**src/rtl/o_serdes_mc.sv**
```systemverilog
// o_serdes_mc: multi-lane output serializer (SDR or DDR) fed from a shared word FIFO,
// with PLL lock gating, idle fill on underrun and word-boundary/status outputs.
module o_serdes_mc #(
    parameter int               WIDTH        = 4,
    parameter int               NUM_CH       = 2,
    parameter int               DEPTH        = 4,
    parameter string            DATA_RATE    = "SDR",
    parameter bit               MSB_FIRST    = 1'b1,
    parameter int               LOCK_DLY     = 32,
    parameter logic [WIDTH-1:0] IDLE_PATTERN = '0,
    localparam int              BPC          = (DATA_RATE == "DDR") ? 2 : 1,
    localparam int              LW           = $clog2(DEPTH + 1)
) (
    input  logic                    PLL_CLK,
    input  logic                    RST,
    input  logic [NUM_CH*WIDTH-1:0] D,
    input  logic [NUM_CH-1:0]       OE_IN,
    input  logic                    DATA_VALID,
    output logic                    DATA_READY,
    input  logic                    PLL_LOCK,
    output logic [NUM_CH*BPC-1:0]   Q,
    output logic [NUM_CH-1:0]       OE_OUT,
    output logic                    WORD_START,
    output logic                    UNDERRUN,
    output logic [LW-1:0]           LEVEL
);

    localparam int SLOTS = WIDTH / BPC;
    localparam int SW    = (SLOTS > 1) ? $clog2(SLOTS) : 1;
    localparam int PW    = (DEPTH > 1) ? $clog2(DEPTH) : 1;
    localparam int CW    = $clog2(LOCK_DLY + 1);
    localparam int FW    = NUM_CH*WIDTH + NUM_CH;

    if (WIDTH < 3 || WIDTH > 10) begin : g_bad_width
        $fatal(1, "o_serdes_mc: WIDTH must be 3..10");
    end
    if (NUM_CH < 1 || NUM_CH > 8) begin : g_bad_num_ch
        $fatal(1, "o_serdes_mc: NUM_CH must be 1..8");
    end
    if (DEPTH < 2 || DEPTH > 16 || (DEPTH & (DEPTH - 1)) != 0) begin : g_bad_depth
        $fatal(1, "o_serdes_mc: DEPTH must be a power of 2 in 2..16");
    end
    if (DATA_RATE != "SDR" && DATA_RATE != "DDR") begin : g_bad_rate
        $fatal(1, "o_serdes_mc: DATA_RATE must be SDR or DDR");
    end
    if (DATA_RATE == "DDR" && (WIDTH % 2) != 0) begin : g_bad_ddr_width
        $fatal(1, "o_serdes_mc: DDR requires an even WIDTH");
    end
    if (LOCK_DLY < 1 || LOCK_DLY > 255) begin : g_bad_lock_dly
        $fatal(1, "o_serdes_mc: LOCK_DLY must be 1..255");
    end

    typedef logic [WIDTH-1:0] lane_t;

    logic [FW-1:0]     mem_q [DEPTH];
    logic [PW-1:0]     wr_ptr_q, wr_ptr_d, rd_ptr_q, rd_ptr_d;
    logic [LW-1:0]     count_q, count_d;
    logic [CW-1:0]     lock_cnt_q, lock_cnt_d;
    logic [SW-1:0]     slot_q, slot_d;
    logic              run_q, run_d;
    logic              ws_q, ws_d;
    logic              started_q, started_d;
    logic              underrun_q, underrun_d;
    logic [NUM_CH-1:0] oe_q, oe_d;
    lane_t             sr_q [NUM_CH];
    lane_t             sr_d [NUM_CH];
    logic              active, load_pt, push, pop;
    logic [FW-1:0]     head;

    // The shift register always emits from its top bits; LSB-first words are mirrored at load.
    function automatic lane_t order_bits(input lane_t w);
        lane_t r;
        r = w;
        if (!MSB_FIRST) begin
            for (int i = 0; i < WIDTH; i++) r[i] = w[WIDTH-1-i];
        end
        return r;
    endfunction

    assign DATA_READY = (count_q < LW'(DEPTH)) & ~RST;
    assign push       = DATA_VALID & DATA_READY;
    assign head       = mem_q[rd_ptr_q];
    assign active     = (lock_cnt_q == CW'(LOCK_DLY));
    assign load_pt    = active & (~run_q | (slot_q == SW'(SLOTS - 1)));

    // NOTE: every signal written here gets a default first, so no path leaves it unassigned (no latch).
    always_comb begin
        lock_cnt_d = lock_cnt_q;
        run_d      = run_q;
        slot_d     = slot_q;
        ws_d       = ws_q;
        oe_d       = oe_q;
        sr_d       = sr_q;
        started_d  = started_q;
        underrun_d = underrun_q;
        pop        = 1'b0;
        if (!PLL_LOCK) begin
            lock_cnt_d = '0;
            run_d      = 1'b0;
            slot_d     = '0;
            ws_d       = 1'b0;
            oe_d       = '0;
            for (int c = 0; c < NUM_CH; c++) sr_d[c] = '0;
        end else if (!active) begin
            lock_cnt_d = lock_cnt_q + CW'(1);
        end else if (load_pt) begin
            run_d  = 1'b1;
            slot_d = '0;
            ws_d   = 1'b1;
            if (count_q != '0) begin
                pop       = 1'b1;
                started_d = 1'b1;
                oe_d      = head[NUM_CH*WIDTH +: NUM_CH];
                for (int c = 0; c < NUM_CH; c++) sr_d[c] = order_bits(head[c*WIDTH +: WIDTH]);
            end else begin
                oe_d = '0;
                for (int c = 0; c < NUM_CH; c++) sr_d[c] = order_bits(IDLE_PATTERN);
                if (started_q) underrun_d = 1'b1;
            end
        end else begin
            slot_d = slot_q + SW'(1);
            ws_d   = 1'b0;
            for (int c = 0; c < NUM_CH; c++) sr_d[c] = sr_q[c] << BPC;
        end
    end

    always_comb begin
        wr_ptr_d = wr_ptr_q + PW'(push);
        rd_ptr_d = rd_ptr_q + PW'(pop);
        count_d  = count_q + LW'(push) - LW'(pop);
    end

    // NOTE: sequential state uses non-blocking assignments so all flops update from pre-edge values.
    always_ff @(posedge PLL_CLK or posedge RST) begin
        if (RST) begin
            wr_ptr_q   <= '0;
            rd_ptr_q   <= '0;
            count_q    <= '0;
            lock_cnt_q <= '0;
            slot_q     <= '0;
            run_q      <= 1'b0;
            ws_q       <= 1'b0;
            started_q  <= 1'b0;
            underrun_q <= 1'b0;
            oe_q       <= '0;
            for (int c = 0; c < NUM_CH; c++) sr_q[c] <= '0;
        end else begin
            wr_ptr_q   <= wr_ptr_d;
            rd_ptr_q   <= rd_ptr_d;
            count_q    <= count_d;
            lock_cnt_q <= lock_cnt_d;
            slot_q     <= slot_d;
            run_q      <= run_d;
            ws_q       <= ws_d;
            started_q  <= started_d;
            underrun_q <= underrun_d;
            oe_q       <= oe_d;
            sr_q       <= sr_d;
        end
    end

    // NOTE: the storage array is not reset; the pointers and count alone define which entries are valid.
    always_ff @(posedge PLL_CLK) begin
        if (push) mem_q[wr_ptr_q] <= {OE_IN, D};
    end

    always_comb begin
        Q = '0;
        for (int c = 0; c < NUM_CH; c++) begin
            for (int b = 0; b < BPC; b++) Q[c*BPC + b] = sr_q[c][WIDTH-1-b];
        end
    end

    assign OE_OUT     = oe_q;
    assign WORD_START = ws_q;
    assign UNDERRUN   = underrun_q;
    assign LEVEL      = count_q;

endmodule

```
**config.mk**
```make
export PLATFORM = sky130hd
export DESIGN_NAME = o_serdes_mc
export DESIGN_NICKNAME = d
export VERILOG_FILES = /design/src/rtl/o_serdes_mc.sv
export SDC_FILE = /design/constraint.sdc
export NUM_CORES = 1
export LEC_CHECK = 0
export ABC_CLOCK_PERIOD_IN_PS = 2100
export CORE_MARGIN = 2
export CORE_UTILIZATION = 51
export DETAILED_ROUTE_END_ITERATION = 16
export PLACE_DENSITY_LB_ADDON = 0.12
export SKIP_CTS_REPAIR_TIMING = 1
export SYNTH_ARGS = -nofsm -noshare
export SYNTH_HDL_FRONTEND = slang
export SYNTH_SLANG_ARGS = --single-unit
```
**constraint.sdc**
```tcl
create_clock -name PLL_CLK -period 2.1 [get_ports PLL_CLK]
set_input_delay 0.315 -clock PLL_CLK [delete_from_list [all_inputs] [get_ports PLL_CLK]]
set_output_delay 0.315 -clock PLL_CLK [all_outputs]
set_load 0.05 [all_outputs]
```
-- Word-level counts from Yosys, hierarchy flattened
Memories as Yosys holds them, arrays and structs flattened.
Index checks and enable logic that the tools add are counted.
- memories kept: 1
- output and inout bits: 10
- bits in writable memories: 40
- flip-flop bits (word level): 29
- bits of input ports: 14
- memory list (memory ; words ; bits a word ; read ports ; clocked after Yosys merged registers in ; wr ports ; line ; source):
    mem_q ; 4 ; 10 ; 1 ; 0 ; 1 ; 55 ; logic [FW-1:0] mem_q [DEPTH];
- order comparisons: 1
- equal/unequal tests: 5
- muxes and demuxes: 25
- $add $sub $neg: 6
- bitwise gates (word level): 7
- reduce and logical (&&, ||, !) cells: 4
- operator list (operator ; count):
    two-way mux 8 bit ; 4
    two-way mux 2 bit ; 7
    two-way mux 1 bit ; 12
    two-way mux 6 bit ; 2
    adder 6 x 1 -> 6 bit, second input constant ; 1
    == test 6 bit, second input constant ; 1
    AND reduction 5 bit ; 1
    adder 2 x 1 -> 2 bit ; 2
    inequality test 2 x 1 -> 1 bit, second input constant ; 2
    AND reduction 4 bit ; 1
    adder 3 x 1 -> 3 bit ; 1
    AND 1 bit ; 3
    less-than comparator 3 bit, second input constant ; 1
    inverter 1 bit ; 3
    nonzero test 3 bit ; 1
    subtractor 3 x 1 -> 3 bit ; 1
    adder 2 x 1 -> 2 bit, second input constant ; 1
    == test 2 bit, second input constant ; 1
    inequality test 2 bit, second input constant ; 1
    AND reduction 2 bit ; 1
    OR 1 bit ; 1

-- Depth between registers and ports, before layout
Gate-level depths: netlist of the first run.
- depth after elaboration: 7
- mapped depth: 10
- gate-level depth less buffers: 9

-- Worst setup path after synthesis of the first run
Ideal clock, no wire load.
- path kind: reg2reg
- start point: register count_q[2] (netlist: LEVEL[2])
- end point: memory mem_q[0][0] (netlist name) (enable)
- setup slack: -0.672 ns
- data arrival time: 2.382 ns
- setup time: 0.390 ns
- data required time: 1.710 ns
- stages on the path, launching flop included: 4
- clock period less this slack: 2.772 ns
- cells stage by stage: dfrtp_1 > nor2_1 > nand2_1 > nor3_1
- longest elaborated chain between the ends: 5
- ends and longest elaborated chain (what ; line ; source):
    from (decl) ; 57 ; logic [LW-1:0] count_q, count_d;
    from (signal assigned) ; 150 ; count_q <= count_d;
    less-than comparator 3 bit ; 80 ; assign DATA_READY = (count_q < LW'(DEPTH)) & ~RST;
    AND 1 bit ; 80 ;
    via DATA_READY ; 19 ; output logic DATA_READY,
    AND 1 bit ; 81 ; assign push = DATA_VALID & DATA_READY;
    two-way mux 1 bit ; 164 ; if (push) mem_q[wr_ptr_q] <= {OE_IN, D};
    two-way mux 1 bit (not written as such) ; 164 ;
    to (decl) ; 55 ;
The timed path passes the listed nets, and every way through them passes these cells.

-- Worst setup path in the final report of the first run
- start point: register lock_cnt_q[0]
- end point: register count_q[1] (netlist: LEVEL[1])
- longest elaborated chain between the ends: 6
- ends and longest elaborated chain (what ; line ; source):
    from (decl) ; 58 ; logic [CW-1:0] lock_cnt_q, lock_cnt_d;
    from (signal assigned) ; 151 ; lock_cnt_q <= lock_cnt_d;
    == test 6 bit (*) ; 83 ; assign active = (lock_cnt_q == CW'(LOCK_DLY));
    AND 1 bit ; 84 ; assign load_pt = active & (~run_q | (slot_q == SW'(SLOTS - 1)));
    two-way mux 1 bit ; 106 ; end else if (load_pt) begin
    two-way mux 1 bit (*) ; 104 ; end else if (!active) begin
    two-way mux 1 bit (*) ; 97 ; if (!PLL_LOCK) begin
    subtractor 3 x 1 -> 3 bit (*) ; 130 ; count_d = count_q + LW'(push) - LW'(pop);
    via count_d[1] ; 57 ;
The timed path passes the listed nets; every way through them passes the cells marked *.
A chain may end at the register's enable or synchronous reset.

==> key figures, run 1 <==
Timing
  • Worst setup margin: -0.05414 ns
  • Final clock skew: 0.008761 ns
  • Final Cycle Share: 102.6%
  • Final Critical Period: 2.154 ns
  • Final setup violation count: 2
  • Pin slew with the least headroom to its limit: 0.5239 ns
  • Worst slew margin relative to its limit: 64.75%
  • Pins over their slew limit: 0
  • Final Hold Viols: 0
  • Maximum achievable frequency: 464.2 MHz
  • Setup repair after global routing missed its margin: yes

Die
  • Core area: 5439 µm²
  • Initial core utilization: 51.99%
  • Die Area: 6156 µm²
  • Die Width: 78.46 µm
  • Row Count: 27
  • Die Y: 78.46 µm
  • IO Count: 24

Logic synthesis
  • Area share of the leading cell type in the synthesized netlist: 42.48%
  • Ys async rst share: 42.03%
  • Synth Cell Area: 2828 µm²
  • Synth Instances: 173
  • Cell types with the largest area share after synthesis: sky130_fd_sc_hd__edfxtp_1 (42%), sky130_fd_sc_hd__dfrtp_1 (26%), sky130_fd_sc_hd__mux4_2 (8.0%), sky130_fd_sc_hd__ha_1 (2.2%), sky130_fd_sc_hd__xnor2_1 (2.2%)
  • Number of distinct library cell variants in the gate-level netlist after synthesis: 36
  • Number of nets in the synthesized netlist: 193
  • Avg Inst Size Synth: 16.35 µm²
  • Post-synth EDFFs: 40
  • Leading area contributor after synthesis: sky130_fd_sc_hd__edfxtp_1
  • Ys Warns: 0
  • Flip-flop and latch count after synthesis: 69
  • Predominant post-synthesis flop cell: sky130_fd_sc_hd__edfxtp_1
  • Sequential share of the synthesized area: 68.14%

Run status
  • Outcome: finished, violations left
  • Violated checks: negative setup slack

Final layout
  • Most frequent cells in the layout: sky130_fd_sc_hd__edfxtp_1 (40), sky130_fd_sc_hd__dfrtp_1 (29), sky130_fd_sc_hd__clkdlybuf4s50_1 (22)
  • Most common cell after layout, fill and taps aside: sky130_fd_sc_hd__edfxtp_1
  • Final core utilization: 63.65%
  • Post-route cell area: 3462 µm²
  • Share of cells above drive strength 1: 26.24%
  • Antenna diodes: 0
  • Number of nets in the final layout: 236
  • Synth-to-layout area growth: 22.43%

Pwr
  • Sw frac: 30.02%
  • Leakage component of the power: 0.001381 µW
  • Relative contribution of combinational cells to total power: 19.3%
  • Worst IR drop on VDD: 0.0005769 V
  • Proportion of power drawn by the clock network: 29.9%
  • Total net switching power: 979.8 µW
  • Areal power density over the cells: 942.7 nW/µm²
  • Internal Dissipation: 2284 µW
  • Total Power Consumption: 3264 µW
  • Sequential cell fraction of total power: 50.8%

Drt
  • First-iteration detailed-routing DRC count: 81
  • Residual DRC: 0
  • Routed WL: 5077 µm
  • Drt pass-1 iters: 4
  • Total via count in the routed design: 1585
  • Number of vias per cell after detailed routing: 5.410
  • Routed wire per std cell: 17.33 µm
  • Antenna violation net count after detailed routing: 0

Global route
  • GRT Resource Usage Total: 19.36%
  • Sum of overflow across all layers after global routing: 0
  • Largest net degree at the start of global routing: 30
  • Number of global-route vias before repair: 1730
  • Initial antenna violation count: 0
  • First-pass GRT wire length: 8597 µm

Worst setup path
  • WP data arrival: 2.37 ns
  • Classification of the worst setup path: reg2reg
  • WP data required: 2.32 ns
  • Capturing element type of the critical path: register
  • Top fanout value on the critical path: 3
  • Startpoint types: register

Place
  • Final estimated routing congestion in global placement: 0.7781
  • Placed wire-length estimate after detailed placement: 3423 µm
  • Placed inst area: 3264 µm²
  • Number of buffers inserted by port buffering: 23

Clock tree
  • Insertion delay to the later sink of the worst-skew pair: 0.35 ns
  • CTS Root Cell: sky130_fd_sc_hd__clkbuf_8
  • Maximum level of the CTS H-tree: 3
  • Clock input transition at the sequential cells of the worst setup and hold paths: 0.08 ns
  • Number of buffers on the longest clock path: 2
  • Number of buffers added by the clock tree synthesis step: 9
  • Clock tree from TritonCTS: built
  • Sinks on the clock net: 69

Min path
  • Class of the tightest hold or removal check: in2async

Flow run
  • Max Cap Violations: 0
## cell families (layout without fill, tap and decap cells)
| kind of cell | after synthesis | after routing | synth area share [%] |
|---|---|---|---|
| compound gates | 17 | 17 | 5.265 |
| fa+ha+maj | 6 | 6 | 2.920 |
| simple gates | 45 | 45 | 9.646 |
| xor+xnor | 10 | 10 | 3.098 |
| buf+inv | 16 | 64 | 2.964 |
| mux | 10 | 10 | 7.965 |
| flops | 69 | 69 | 68.14 |
## critical path, stage by stage (launching register included)
cell and delay [ns]:
sky130_fd_sc_hd__dfrtp_1 0.38, sky130_fd_sc_hd__inv_1 0.06, sky130_fd_sc_hd__ha_1 0.14, sky130_fd_sc_hd__nand2_1 0.06, sky130_fd_sc_hd__or4_4 0.44, sky130_fd_sc_hd__nor3_4 0.18, sky130_fd_sc_hd__xnor2_1 0.15, sky130_fd_sc_hd__ha_2 0.20
sky130_fd_sc_hd__fa_2 0.43
## Yosys cell counts, types with 3 or more instances
cell type,instances
sky130_fd_sc_hd__and3_1,9
sky130_fd_sc_hd__inv_1,6
sky130_fd_sc_hd__nand2_1,12
sky130_fd_sc_hd__dfrtp_1,29
sky130_fd_sc_hd__clkbuf_1,4
sky130_fd_sc_hd__xnor2_1,7
sky130_fd_sc_hd__nand3_1,4
sky130_fd_sc_hd__edfxtp_1,40
sky130_fd_sc_hd__nor2_1,4
sky130_fd_sc_hd__a32o_1,4
sky130_fd_sc_hd__mux4_2,10
sky130_fd_sc_hd__a221o_1,6
sky130_fd_sc_hd__nor2b_1,3
sky130_fd_sc_hd__xor2_1,3
sky130_fd_sc_hd__and2_1,3
sky130_fd_sc_hd__ha_1,5
## worst paths after layout
| path | from | slack, ns | to | depth (start not counted) |
|---|---|---|---|---|
| worst max-delay path | lock_cnt_q[0] | -0.05 | LEVEL[1] | 8 |
| worst min register to register | UNDERRUN | 0.47 | UNDERRUN | 1 |
| worst min-delay path | RST | 0.43 | OE_OUT[1] | 3 |
| max in group asynchronous | RST | 1.39 | lock_cnt_q[4] | 3 |
| min in group PLL_CLK | UNDERRUN | 0.47 | UNDERRUN | 1 |
| worst max register to register | lock_cnt_q[0] | -0.05 | LEVEL[1] | 8 |
## stage by stage
step	instances	hold slack (ns)	worst slack, ns	setup TNS, ns
after floorplan	173	0.3931	-0.1802	-0.3526
after global placement	276	0.4500	0.01026	0
after detailed placement	276	0.4536	-0.05624	-0.1078
after CTS	292	0.4246	-0.08172	-0.1531
after global routing	293	0.4708	-0.1612	-0.3198
final	293	0.4252	-0.05414	-0.09624
## power by group through the flow
stage	Clock (µW)	Sequential [µW]	Combinational [µW]
2_1_floorplan	0	1770	268
3_3_place_gp	0	1680	573
3_5_place_dp	0	1690	604
4_1_cts	1010	1660	608
5_1_grt	1070	1670	674
6_report	976	1660	629
## sequential cells by signal, summed over array words and instances, names as in the netlist
register and cells:
lock_cnt_q 6, started_q 1, WORD_START 1, Q 2, sr_q 6, run_q 1
LEVEL 3, wr_ptr_q 2, slot_q 2, rd_ptr_q 2, UNDERRUN 1, OE_OUT 2
mem_q 40
## metal layers
metal | part of all wire, % | wire length [µm] | track usage, %
met1 | 41 | 2077 | 22.51
met2 | 52 | 2642 | 32.50
met3 | 4.5 | 228 | 6.207
met4 | 2.5 | 128 | 9.474
met5 | 0 | 0 | 0
## layout make-up
type	count	area (µm²)
Clock inverter	7	56.30
Tap cell	72	90.09
Inverter	6	22.52
Multi-Input combinational cell	88	847.1
Timing Repair Buffer	42	395.4
Fill cell	395	1977
Sequential cell	69	1927
Clock buffer	9	123.9
No activity file was read; power rests on OpenSTA's default activity.
==> run 2: changes to the inputs <==
Settings changed: ABC_CLOCK_PERIOD_IN_PS 2100 to 2800, CORE_UTILIZATION 51 to 60.
Clock period 2.1 ns to 2.8 ns, I/O delays scaled along.
==> key figures, run 2 (synthesized netlist as in run 1, its figures left out) <==
Die
  • Die Area: 5278 µm² (-14%)
  • Core area: 4444 µm² (-18%)
  • Die Width: 72.65 µm (-7.4%)
  • Die Y: 72.65 µm (-7.4%)
  • Initial core utilization: 63.63% (+12 points)
  • Row Count: 24 (-11%)
  • IO Count: 24 (unchanged)

Worst setup path
  • Largest stage delay on the critical path: 0.53 ns (+0.09 ns)
  • Cell depth of the worst setup path: 9 (+1)
  • Worst reg2reg path startpoint: lock_cnt_q[0]
  • WP data required: 3.03 ns (+0.71 ns)
  • Top fanout value on the critical path: 13 (+10)
  • Delay-heaviest family, CP: simple AND/OR/NAND/NOR gates
  • Reg2Reg Depth: 9 (+1)
  • Launch point of the worst path: lock_cnt_q[0]
  • Classification of the worst setup path: reg2reg
  • Endpoint of the worst register-to-register path: LEVEL[2]
  • WP data arrival: 2.80 ns (+0.43 ns)
  • End point of the critical path: LEVEL[2]
  • Sum of buffers and inverters on the critical path: 1 (unchanged)
  • Cell breakdown of the critical path: inv_1 -> ha_1 -> nand2_1 -> or4_4 -> nor3_4 -> xnor2_1 -> ha_1 -> fa_1 -> xnor2_1
  • Capturing element type of the critical path: register
  • Setup slack of the most critical reg-to-reg path: 0.24 ns (+0.29 ns)
  • Slowest stage cell on the critical path: sky130_fd_sc_hd__or4_4
  • Startpoint types: register

Timing
  • Worst slew margin relative to its limit: 55.03% (-9.7 points)
  • Final Hold Viols: 0 (unchanged)
  • Pin slew with the least headroom to its limit: 0.6745 ns (+0.1507 ns)
  • Final setup violation count: 0 (-2)
  • Worst setup margin: 0.2360 ns (+0.2902 ns)
  • Final Cycle Share: 91.57% (-11 points)
  • Pins over their slew limit: 0 (unchanged)
  • Final Critical Period: 2.564 ns (+0.4098 ns)
  • Maximum achievable frequency: 390.0 MHz (-16%)
  • Final clock skew: 0.007760 ns (-0.001000 ns)
  • Setup TNS: 0 ns (+0.09624 ns)
  • Setup repair after global routing missed its margin: no

Clock tree
  • Number of buffers on the longest clock path: 2 (unchanged)
  • Maximum level of the CTS H-tree: 3 (unchanged)
  • Clock input transition at the sequential cells of the worst setup and hold paths: 0.07 ns (about the same)
  • Number of buffers added by the clock tree synthesis step: 9 (unchanged)
  • Clock tree from TritonCTS: built
  • Sinks on the clock net: 69 (unchanged)
  • CTS Root Cell: sky130_fd_sc_hd__clkbuf_8
  • Insertion delay to the later sink of the worst-skew pair: 0.34 ns (about the same)

Final layout
  • Synth-to-layout area growth: 16.90%
  • Number of flip-flops under the largest register name: 40 (unchanged)
  • Register with the most flip-flops: mem_q
  • Number of nets in the final layout: 224 (-5.1%)
  • Antenna diodes: 0 (unchanged)
  • Share of cells above drive strength 1: 17.22% (-9.0 points)
  • Most frequent cells in the layout: sky130_fd_sc_hd__edfxtp_1 (40), sky130_fd_sc_hd__dfrtp_1 (29), sky130_fd_sc_hd__clkdlybuf4s50_1 (23)
  • Largest registers ranked by flip-flop count: mem_q x40, lock_cnt_q x6, sr_q x6
  • Most common cell after layout, fill and taps aside: sky130_fd_sc_hd__edfxtp_1

Place
  • Final estimated routing congestion in global placement: 0.8346 (+7.3%)
  • Placement-stage worst setup slack: 0.2400 ns (+0.2963 ns)
  • Number of buffers inserted by port buffering: 23 (unchanged)
  • Placed wire-length estimate after detailed placement: 3282 µm (-4.1%)

Global route
  • Number of global-route vias before repair: 1694 (-2.1%)
  • Largest net degree at the start of global routing: 30 (unchanged)
  • GRT Resource Usage Total: 22.26% (+2.9 points)
  • Initial antenna violation count: 0 (unchanged)
  • First-pass GRT wire length: 8286 µm (-3.6%)
  • Sum of overflow across all layers after global routing: 0 (unchanged)

Drt
  • Routed WL: 4885 µm (-3.8%)
  • Antenna violation net count after detailed routing: 0 (unchanged)
  • Routed wire per std cell: 18.72 µm (+8.0%)
  • Total via count in the routed design: 1534 (-3.2%)
  • Drt pass-1 iters: 4 (unchanged)
  • Residual DRC: 0 (unchanged)
  • Number of vias per cell after detailed routing: 5.877 (+8.6%)
  • First-iteration detailed-routing DRC count: 81 (unchanged)

Pwr
  • Leakage component of the power: 0.001310 µW (-5.1%)
  • Total Power Consumption: 2406 µW (-26%)
  • Areal power density over the cells: 727.8 nW/µm² (-23%)
  • Worst IR drop on VDD: 0.0005007 V (-13%)

Run status
  • Outcome: finished clean

Min path
  • Class of the tightest hold or removal check: reg2reg

Flow run
  • Max Cap Violations: 0 (unchanged)
[run 2: cell count changes in the layout (fill, tap and decap cells not counted), sizes merged]
cell and change:
bufinv +1, clkdlybuf4s50 +1, clkbuf +1, clkinv +2, buf -13, inv -4
[run 2: how the worst min path moves through the flow]
stage | start | to | slack (ns) | cells past startpoint
after floorplan | started_q | started_q | 0.42 | 1
after global placement | started_q | started_q | 0.44 | 1
after detailed placement | started_q | started_q | 0.45 | 1
after CTS | RST | OE_OUT[0] | 0.48 | 3
after global routing | started_q | started_q | 0.50 | 1
final | started_q | started_q | 0.47 | 1
[run 2: where the power goes]
part / total (µW) / leakage, µW / internal, µW / switching, µW
logic: 384 / 0.000470 / 161 / 223
registers: 1250 / 0.000747 / 1170 / 82.5
clock network: 770 / 0.0000939 / 409 / 361
total: 2410 / 0.00131 / 1740 / 667
[run 2: metrics by stage]
step                      utilization [%]  std cells  hold slack (ns)  cell area (µm²)
after floorplan                         -        173           0.4243             2828
after global placement              70.07        245           0.4392             3114
after detailed placement            70.07        245           0.4519             3114
after CTS                           74.38        261           0.4815             3306
after global routing                74.38        261           0.4957             3306
final                               74.38        261           0.4710             3306
[run 2: layout make-up]
type	count	area, µm²
Sequential cell	69	1927
Fill cell	268	1139
Multi-Input combinational cell	88	817.0
Timing Repair Buffer	30	282.8
Clock buffer	10	127.6
Tap cell	52	65.06
Clock inverter	6	63.81
Inverter	6	22.52
[run 2: metal layers]
layer	vias up	global-route usage [%]	part of all wire (%)
met4	0	8.025	1.7
met5	-	0	0
met2	51	35.45	52
li1	716	-	-
met3	11	10.64	5.6
met1	756	26.69	41
==> run 3: changes to the inputs <==
Settings changed: REMOVE_ABC_BUFFERS from default to 1.
==> key figures, run 3 (synthesized netlist as in run 1, its figures left out) <==
Timing
  • Final setup violation count: 0 (unchanged)
  • Final Critical Period: 2.558 ns (-0.005677 ns)
  • Final Cycle Share: 91.37% (-0.20 points)
  • Final Hold Viols: 0 (unchanged)
  • Pin slew with the least headroom to its limit: 0.6371 ns (-0.03742 ns)
  • Maximum achievable frequency: 390.9 MHz (+0.22%)
  • Fin Hold WS: 0.4795 ns (+0.008576 ns)
  • Worst slew margin relative to its limit: 57.53% (+2.5 points)
  • Pins over their slew limit: 0 (unchanged)
  • Setup TNS: 0 ns (unchanged)
  • Setup repair after global routing missed its margin: no
  • Final clock skew: 0.004798 ns (-0.002962 ns)

Final layout
  • Share of cells above drive strength 1: 18.18% (+0.96 points)
  • Register with the most flip-flops: mem_q
  • Largest registers ranked by flip-flop count: mem_q x40, lock_cnt_q x6, sr_q x6
  • Area of the multi-input gates: 817.0 µm² (unchanged)
  • Number of nets in the final layout: 224 (unchanged)
  • Number of flip-flops under the largest register name: 40 (unchanged)
  • Filler instances: 265 (-1.1%)
  • Antenna diodes: 0 (unchanged)
  • Most frequent cells in the layout: sky130_fd_sc_hd__edfxtp_1 (40), sky130_fd_sc_hd__dfrtp_1 (29), sky130_fd_sc_hd__clkdlybuf4s50_1 (23)
  • Most common cell after layout, fill and taps aside: sky130_fd_sc_hd__edfxtp_1
  • Final core utilization: 75.08% (+0.70 points)
  • Post-route cell area: 3337 µm² (+0.95%)
  • Flip-flop and latch area: 1927 µm² (unchanged)
  • Synth-to-layout area growth: 18.01%

Pwr
  • Areal power density over the cells: 752.6 nW/µm² (+3.4%)
  • Worst IR drop on VDD: 0.0006448 V (+29%)
  • Leakage component of the power: 0.001326 µW (+1.2%)

Die
  • IO Count: 24 (unchanged)
  • Die Width: 72.65 µm (unchanged)
  • Row Count: 24 (unchanged)
  • Initial core utilization: 63.63% (unchanged)
  • Die Area: 5278 µm² (unchanged)
  • Core area: 4444 µm² (unchanged)
  • Die Y: 72.65 µm (unchanged)

Global route
  • First-pass GRT wire length: 8183 µm (-1.2%)
  • Initial antenna violation count: 0 (unchanged)
  • Sum of overflow across all layers after global routing: 0 (unchanged)
  • Number of global-route vias before repair: 1662 (-1.9%)
  • GRT Resource Usage Total: 21.16% (-1.1 points)
  • Largest net degree at the start of global routing: 30 (unchanged)

Place
  • Final estimated routing congestion in global placement: 0.8037 (-3.7%)
  • Placed inst area: 3114 µm² (unchanged)
  • Number of buffers inserted by port buffering: 23 (unchanged)
  • Placed wire-length estimate after detailed placement: 3124 µm (-4.8%)

Worst setup path
  • WP data arrival: 2.78 ns (-0.02 ns)
  • Endpoint of the worst register-to-register path: LEVEL[2]
  • Setup slack of the most critical reg-to-reg path: 0.24 ns (about the same)
  • WP data required: 3.02 ns (about the same)
  • Worst reg2reg path startpoint: lock_cnt_q[0]
  • Capturing element type of the critical path: register
  • Top fanout value on the critical path: 13 (unchanged)
  • Classification of the worst setup path: reg2reg
  • Startpoint types: register
  • Reg2Reg Depth: 9 (unchanged)

Min path
  • Worst Hold Launch: UNDERRUN
  • Capture endpoint of the worst hold path: UNDERRUN
  • Class of the tightest hold or removal check: reg2reg
  • Hold path depth: 1 (unchanged)

Drt
  • Routed wire per std cell: 17.80 µm (-4.9%)
  • Drt pass-1 iters: 5 (+1)
  • Residual DRC: 0 (unchanged)
  • First-iteration detailed-routing DRC count: 123 (+52%)
  • Number of vias per cell after detailed routing: 5.958 (+1.4%)
  • Total via count in the routed design: 1555 (+1.4%)
  • Routed WL: 4645 µm (-4.9%)
  • Antenna violation net count after detailed routing: 0 (unchanged)

Clock tree
  • Clock tree from TritonCTS: built
  • CTS Root Cell: sky130_fd_sc_hd__clkbuf_8
  • Number of buffers added by the clock tree synthesis step: 9 (unchanged)
  • Insertion delay to the later sink of the worst-skew pair: 0.33 ns (about the same)
  • Maximum level of the CTS H-tree: 3 (unchanged)
  • Number of buffers on the longest clock path: 2 (unchanged)
  • Sinks on the clock net: 69 (unchanged)
  • Clock input transition at the sequential cells of the worst setup and hold paths: 0.07 ns (about the same)

Flow run
  • Max Cap Violations: 0 (unchanged)

Run status
  • Outcome: finished clean
## run 3: changes by cell type in the layout (fill, tap and decap cells not counted)
| cell | change |
|---|---|
| sky130_fd_sc_hd__bufinv_16 | +1 |
| sky130_fd_sc_hd__clkbuf_1 | -1 |
| sky130_fd_sc_hd__clkinv_1 | -1 |
| sky130_fd_sc_hd__inv_6 | +1 |
## run 3: worst max-delay path by stage
stage / from / to / slack, ns
floorplan: LEVEL[2] / mem_q[0][0] / 0.03
global placement: lock_cnt_q[0] / LEVEL[2] / 0.38
detailed placement: lock_cnt_q[0] / LEVEL[2] / 0.26
CTS: lock_cnt_q[0] / LEVEL[2] / 0.24
global route: lock_cnt_q[0] / LEVEL[2] / 0.11
finish: lock_cnt_q[0] / LEVEL[2] / 0.24
## run 3: area by class of cell
type | count | area share [%]
clock buffer | 9 | 3.712
clock inverter | 7 | 2.962
inverter | 6 | 0.6749
multi-input combinational | 88 | 24.48
sequential | 69 | 57.74
tap | 52 | 1.950
timing repair buffer | 30 | 8.474
## run 3: metal layers
| layer | share of wire, % | GRT usage (%) |
|---|---|---|
| met1 | 44 | 28.15 |
| met2 | 52 | 33.64 |
| met3 | 3.1 | 4.834 |
| met4 | 0.90 | 9.877 |
| met5 | 0 | 0 |
## run 3: stage by stage
step / total power (µW) / setup slack, ns / std cells
after floorplan: 1507 / 0.02777 / 163
after global placement: 1635 / 0.3768 / 245
after detailed placement: 1656 / 0.2603 / 245
after CTS: 2535 / 0.2411 / 261
after global routing: 2618 / 0.1098 / 261
final: 2511 / 0.2417 / 261
## run 3: where the power goes
part           leakage [µW]  total [µW]  internal [µW]  switching (µW)
sequential         0.000747        1250           1170            79.7
clock              0.000110         880            506             375
combinational      0.000470         383            162             221
total               0.00133        2510           1840             675
## run 3: worst max-delay path, stage by stage (launching register included)
cell                      delay (ns)
sky130_fd_sc_hd__dfrtp_1        0.42
sky130_fd_sc_hd__inv_1          0.08
sky130_fd_sc_hd__ha_1           0.14
sky130_fd_sc_hd__nand2_1        0.06
sky130_fd_sc_hd__or4_4          0.54
sky130_fd_sc_hd__nor3_4         0.34
sky130_fd_sc_hd__xnor2_1        0.12
sky130_fd_sc_hd__ha_1           0.21
sky130_fd_sc_hd__fa_1           0.40
sky130_fd_sc_hd__xnor2_1        0.14
